**src/rtl/fifo_write_arbiter_if.sv**
```systemverilog
// rtl/fifo_write_arbiter_if.sv - producer/fifo-side bundle for the fifo write arbiter
interface fifo_write_arbiter_if #(
    parameter int N_REQ     = 4,
    parameter int ADDR_BITS = 5
);
    logic [N_REQ-1:0]   req_valid;
    logic [N_REQ-1:0]   req_last;
    logic [8*N_REQ-1:0] req_data;
    logic [N_REQ-1:0]   req_ready;
    logic               fifo_full;
    logic [ADDR_BITS:0] fifo_count;
    logic               fifo_wen;
    logic [7:0]         fifo_wdata;
    logic [N_REQ-1:0]   grant;
    logic               busy;

    modport master (
        output req_valid, req_last, req_data, fifo_full, fifo_count,
        input  req_ready, fifo_wen, fifo_wdata, grant, busy
    );

    modport slave (
        input  req_valid, req_last, req_data, fifo_full, fifo_count,
        output req_ready, fifo_wen, fifo_wdata, grant, busy
    );
endinterface

```
**src/rtl/fifo_write_arbiter.sv**
```systemverilog
// rtl/fifo_write_arbiter.sv - round-robin bounded-burst arbiter for one fifo write port
// Optional macro ARB_PRIO0_EN: requester 0 gets strict priority in IDLE.
module fifo_write_arbiter #(
    parameter int N_REQ     = 4,
    parameter int MAX_DATA  = 16,
    parameter int ADDR_BITS = 5,
    parameter int BURST     = 4
) (
    input  logic                  clk,
    input  logic                  rst_n,
    fifo_write_arbiter_if.slave   bus
);
    localparam int PTR_W  = $clog2(N_REQ);
    localparam int BEAT_W = (BURST > 1) ? $clog2(BURST) : 1;
    localparam logic [BEAT_W-1:0]  BEAT_LAST = BEAT_W'(BURST - 1);
    localparam logic [PTR_W-1:0]   OWNER_MAX = PTR_W'(N_REQ - 1);
    localparam logic [ADDR_BITS:0] CNT_MAX   = (ADDR_BITS + 1)'(MAX_DATA);

    typedef enum logic {S_IDLE, S_XFER} state_t;

    state_t            r_state, w_state_nxt;
    logic [N_REQ-1:0]  r_grant, w_grant_nxt;
    logic [PTR_W-1:0]  r_owner, w_owner_nxt;
    logic [PTR_W-1:0]  r_rr_ptr, w_rr_ptr_nxt;
    logic [BEAT_W-1:0] r_beat_cnt, w_beat_cnt_nxt;
    logic [PTR_W-1:0]  w_win;
    logic              w_win_found;
    logic              w_xfer;
    logic              w_owner_valid;
    logic              w_accept;
    logic              w_release;

    function automatic logic [PTR_W-1:0] wrap_add(input logic [PTR_W-1:0] base, input int k);
        int s;
        s = int'(base) + k;
        if (s >= N_REQ) s = s - N_REQ;
        return PTR_W'(s);
    endfunction

    // Scan from rr_ptr upward; the first valid requester in that order wins.
    always_comb begin
        w_win       = '0;
        w_win_found = 1'b0;
        for (int k = 0; k < N_REQ; k++) begin
            if (!w_win_found && bus.req_valid[wrap_add(r_rr_ptr, k)]) begin
                w_win       = wrap_add(r_rr_ptr, k);
                w_win_found = 1'b1;
            end
        end
`ifdef ARB_PRIO0_EN
        if (bus.req_valid[0]) begin
            w_win       = '0;
            w_win_found = 1'b1;
        end
`endif
    end

    assign w_xfer        = (r_state == S_XFER);
    assign w_owner_valid = bus.req_valid[r_owner];
    assign w_accept      = w_xfer && w_owner_valid && !bus.fifo_full && (bus.fifo_count < CNT_MAX);
    // A full stall never counts as an idle owner, so it cannot release.
    assign w_release     = (w_accept && (bus.req_last[r_owner] || (r_beat_cnt == BEAT_LAST)))
                         || (w_xfer && !w_owner_valid && !bus.fifo_full);

    assign bus.fifo_wen   = w_accept;
    assign bus.fifo_wdata = w_xfer ? bus.req_data[8*int'(r_owner) +: 8] : 8'h00;
    assign bus.req_ready  = w_accept ? r_grant : '0;
    assign bus.grant      = r_grant;
    assign bus.busy       = w_xfer;

    always_comb begin
        w_state_nxt    = r_state;
        w_grant_nxt    = r_grant;
        w_owner_nxt    = r_owner;
        w_rr_ptr_nxt   = r_rr_ptr;
        w_beat_cnt_nxt = r_beat_cnt;
        case (r_state)
            S_IDLE: begin
                if (w_win_found) begin
                    w_state_nxt    = S_XFER;
                    w_grant_nxt    = N_REQ'(1) << w_win;
                    w_owner_nxt    = w_win;
                    w_beat_cnt_nxt = '0;
                end
            end
            S_XFER: begin
                if (w_release) begin
                    w_state_nxt = S_IDLE;
                    w_grant_nxt = '0;
`ifdef ARB_PRIO0_EN
                    if (r_owner != '0)
                        w_rr_ptr_nxt = (r_owner == OWNER_MAX) ? '0 : r_owner + 1'b1;
`else
                    w_rr_ptr_nxt = (r_owner == OWNER_MAX) ? '0 : r_owner + 1'b1;
`endif
                end else if (w_accept) begin
                    w_beat_cnt_nxt = r_beat_cnt + 1'b1;
                end
            end
            default: begin
                w_state_nxt = S_IDLE;
                w_grant_nxt = '0;
            end
        endcase
    end

    always_ff @(posedge clk or negedge rst_n) begin
        if (!rst_n) begin
            r_state    <= S_IDLE;
            r_grant    <= '0;
            r_owner    <= '0;
            r_rr_ptr   <= '0;
            r_beat_cnt <= '0;
        end else begin
            r_state    <= w_state_nxt;
            r_grant    <= w_grant_nxt;
            r_owner    <= w_owner_nxt;
            r_rr_ptr   <= w_rr_ptr_nxt;
            r_beat_cnt <= w_beat_cnt_nxt;
        end
    end
endmodule

```
**src/flat_wrapper.sv**
```systemverilog
// flat-port wrapper written by rule: the top's interface ports become plain ports
module fifo_write_arbiter_flat 
#(
    parameter int N_REQ     = 4,
    parameter int MAX_DATA  = 16,
    parameter int ADDR_BITS = 5,
    parameter int BURST     = 4
)
  (clk, rst_n, bus_req_valid, bus_req_last, bus_req_data, bus_fifo_full, bus_fifo_count, bus_req_ready, bus_fifo_wen, bus_fifo_wdata, bus_grant, bus_busy);
  fifo_write_arbiter_if #(.N_REQ(N_REQ), .ADDR_BITS(ADDR_BITS)) bus_i ();
  input  logic clk;
  input  logic rst_n;
  input wire logic [$bits(bus_i.req_valid)-1:0] bus_req_valid;
  input wire logic [$bits(bus_i.req_last)-1:0] bus_req_last;
  input wire logic [$bits(bus_i.req_data)-1:0] bus_req_data;
  input wire logic [$bits(bus_i.fifo_full)-1:0] bus_fifo_full;
  input wire logic [$bits(bus_i.fifo_count)-1:0] bus_fifo_count;
  output wire logic [$bits(bus_i.req_ready)-1:0] bus_req_ready;
  output wire logic [$bits(bus_i.fifo_wen)-1:0] bus_fifo_wen;
  output wire logic [$bits(bus_i.fifo_wdata)-1:0] bus_fifo_wdata;
  output wire logic [$bits(bus_i.grant)-1:0] bus_grant;
  output wire logic [$bits(bus_i.busy)-1:0] bus_busy;
  assign bus_i.req_valid = bus_req_valid;
  assign bus_i.req_last = bus_req_last;
  assign bus_i.req_data = bus_req_data;
  assign bus_i.fifo_full = bus_fifo_full;
  assign bus_i.fifo_count = bus_fifo_count;
  assign bus_req_ready = bus_i.req_ready;
  assign bus_fifo_wen = bus_i.fifo_wen;
  assign bus_fifo_wdata = bus_i.fifo_wdata;
  assign bus_grant = bus_i.grant;
  assign bus_busy = bus_i.busy;
  fifo_write_arbiter #(.N_REQ(N_REQ), .MAX_DATA(MAX_DATA), .ADDR_BITS(ADDR_BITS), .BURST(BURST)) u_core (.clk(clk), .rst_n(rst_n), .bus(bus_i));
endmodule
```
**config.mk**
```make
export PLATFORM = sky130hd
export DESIGN_NAME = fifo_write_arbiter_flat
export DESIGN_NICKNAME = d
export VERILOG_FILES = /design/src/rtl/fifo_write_arbiter_if.sv /design/src/rtl/fifo_write_arbiter.sv /design/src/flat_wrapper.sv
export SDC_FILE = /design/constraint.sdc
export NUM_CORES = 1
export LEC_CHECK = 0
export ABC_AREA = 1
export CAP_MARGIN = 20
export CELL_PAD_IN_SITES_DETAIL_PLACEMENT = 2
export CELL_PAD_IN_SITES_GLOBAL_PLACEMENT = 2
export CORE_MARGIN = 2
export CORE_UTILIZATION = 16
export DETAILED_ROUTE_END_ITERATION = 6
export GPL_ROUTABILITY_DRIVEN = 0
export HOLD_SLACK_MARGIN = 0.1
export PLACE_DENSITY = 0.72
export SLEW_MARGIN = 20
export SYNTH_ARGS = -nofsm -noshare
export SYNTH_HDL_FRONTEND = slang
export SYNTH_SLANG_ARGS = --single-unit
export TNS_END_PERCENT = 1
```
**constraint.sdc**
```tcl
create_clock -name clk -period 1.3 [get_ports clk]
set_input_delay 0.26 -clock clk [delete_from_list [all_inputs] [get_ports clk]]
set_output_delay 0.26 -clock clk [all_outputs]
set_load 0.01 [all_outputs]
```
==> flow_summary.toml <==
[pwr]
p_sw_share_pct = 50.68
p_leak_nw = 1.144
ir_worst_vdd_mv = 0.4748
p_per_area_nw_per_um2 = 2163
p_comb_share_pct = 80.9
p_sw_mw = 2.621
p_int_mw = 2.551
power_frac_seq_pct = 12.1
clockPowerShare_pct = 7.1

[detailed_routing]
viasPerCell = 4.235
wl_mm = 5.524
vias = 1715
wl_per_cell_um = 13.64
dr.pass1.iters = 4
ant_nets = 0
drc = 0
drt_iter0_markers = 29

[cts]
clock_sinks = 11
cts_hold_buf = 0
insertion_delay_ps = 250
cts_tree = "yes"
clk_pin_slew_ps = 50
h-tree-depth = 1
cts_root_buf = "clkbuf_8"
cts_buffer_depth = 2
numCtsBuffers = 3

[synth]
synth_area_leaders = "dfrtp_1, nand2_1, nor2_1"
synth-seq-cells = 11
ys_types = 25
avgSynthCellArea_sq_um = 6.007
synth-seq-area-share_pct = 22.80
yosysTopAreaCellShare_pct = 22.80
synth_nets = 252
yosys_warnings = 0
synth_flop_cell = "dfrtp_1"
synth_edf_count = 0
synthArstFlopShare_pct = 100.0
synth_area_leader_cell = "dfrtp_1"
postSynthCellCount = 201
syn_area_sq_um = 1207

[global_route]
grt_pass1_wl_mm = 9.390
grt_usage_pct = 13.85
antenna_found_initial = 0
grt_max_degree = 19
grt-ovfl-total = 0
first_global_vias = 1902

[cells_and_area]
layout-drive-gt1-share_pct = 35.62
nNetsFinal = 358
n_antenna_cell = 0
seq_area_sq_um = 277.8
nFillCells = 891
stdcell_count = 405
multi_input_area_sq_um = 919.6
mostFrequentLayoutCell = "nand2_1"
final_cell_mix = "nand2_1, clkdlybuf4s50_1, buf_4"
design_area_sq_um = 2391
final_util_pct = 32.79
area_delta_synth_final_pct = 98.03

[die]
start_util_pct = 16.56
io_pins = 67
die_y_um = 90.87
die_w_um = 90.87
core_area_sq_um = 7292
rows = 31
dieArea_sq_um = 8257

[timing]
fin_ws_ps = -464.0
relSlewSlack_pct = 78.16
fmax_ghz = 0.5669
fin_crit_sh_pct = 135.7
min_period_ps = 1764
rsz0062_at_grt = "yes"
hold_viol_final = 0
tightest_slew_ps = 327.2
final_max_slew_viol_count = 0
hold_ws_ps = 310.3
finClkSkew_ps = 6.070
setup_violations = 25

[worst_setup_path]
start_kind = "flop"
r2r-end = "u_core.r_rr_ptr[1]$_DFFE_PN0P_"
cp-end-kind = "flop"
reg2reg_depth = 11
cp_max_fo = 7
criticalPathCategory = "reg -> reg"
crit_required_ps = 1470
reg2reg_setup_slack_ps = -460
reg2reg_from = "u_core.r_owner[0]$_DFFE_PN0P_"
worst_ep_arrival_time_ps = 1940

[place]
port_buffers = 62
dp_worst_setup_slack_ps = -833.4
dp_hpwl_mm = 4.345
dp_cells = 391
place_area_sq_um = 2186

[worst_hold_path]
hp-class = "in -> async"

[run]
cap_violations = 0

[run_status]
status = "finished with violations"
violations = "negative setup slack"
[per-layer routing]
metal	GRT usage, %	routed length [um]	up-vias
met5	0	0	-
met4	4.040	78	0
met3	1.586	201	7
met2	26.12	2927	38
met1	16.34	2316	820
li1	-	-	850
[power groups by stage]
| stage | Sequential [mW] | Combinational (mW) | Clock [mW] |
|---|---|---|---|
| final | 0.625 | 4.18 | 0.365 |
| after global routing | 0.651 | 4.66 | 0.377 |
| after global placement | 0.606 | 3.66 | 0 |
| after detailed placement | 0.612 | 3.82 | 0 |
| after floorplan | 0.600 | 2.12 | 0 |
| after CTS | 0.632 | 4.06 | 0.368 |
[area by class of cell]
class                           instances  share of cell area, %
Clock buffer                            4                  1.884
Tap cell                               99                  5.181
Timing Repair Buffer                  108                  39.56
Sequential cell                        11                  11.62
Multi-Input combinational cell        164                  38.46
Inverter                               19                  3.297
[state kept, by name (all words and copies together), names as in the netlist]
signal             flops
u_core.bus.grant       4
u_core.r_beat_cnt      2
u_core.r_owner         2
u_core.r_rr_ptr        2
u_core.bus.busy        1
[critical path, cell delays in order (launching register included)]
cell and delay (ps):
dfrtp_2 490, inv_4 120, nand2_2 60, nand3_2 90, nand2_4 70, nor2_4 140, inv_4 70, buf_4 140
o21ai_4 220, buf_4 160, nand2_1 50, o21ai_0 60
[per-stage QoR]
stage,setup TNS (ps),total power [mW]
after global placement,-14680,4.264
after detailed placement,-15770,4.436
after global routing,-12330,5.689
after CTS,-9402,5.059
after floorplan,-2807,2.724
final,-9715,5.171
[synth_stat cells (2+ instances only)]
cell and n:
nor2_2 2, o21ai_0 19, nand2_4 5, nand4_1 2, nand2_2 5, inv_2 6
dfrtp_1 11, o21ai_1 4, buf_2 3, clkbuf_1 2, inv_1 12, nand3_2 3
nand2_1 51, ha_1 2, a21oi_1 9, nor2_1 42, nand3_1 15
[cell families after synthesis]
logic type	synth area share, %
adders and majority gates	2.072
and+or+nand+nor	49.53
buffers and inverters	9.534
AOI/OAI and AO/OA	16.06
DFF	22.80
[worst max path at each step]
| stage | from | to | cells after the start |
|---|---|---|---|
| after global routing | u_core.r_owner[0]$_DFFE_PN0P_ | u_core.r_rr_ptr[1]$_DFFE_PN0P_ | 11 |
| after detailed placement | bus_req_valid[0] | bus_req_ready[3] | 8 |
| after floorplan | u_core.r_owner[0]$_DFFE_PN0P_ | u_core.bus.grant[2]$_DFFE_PN0P_ | 11 |
| after CTS | u_core.r_owner[0]$_DFFE_PN0P_ | bus_fifo_wdata[5] | 6 |
| after global placement | bus_req_valid[3] | bus_req_ready[3] | 8 |
| final | u_core.r_owner[0]$_DFFE_PN0P_ | u_core.r_rr_ptr[1]$_DFFE_PN0P_ | 11 |
[what timing repair did]
action,4_1_cts,5_1_grt
resized for setup,82,28
cloned,2,0
setup buffers,5,3
setup endpoints to repair,29,27
pin swaps,11,7
No activity file was read; power rests on OpenSTA's default activity.
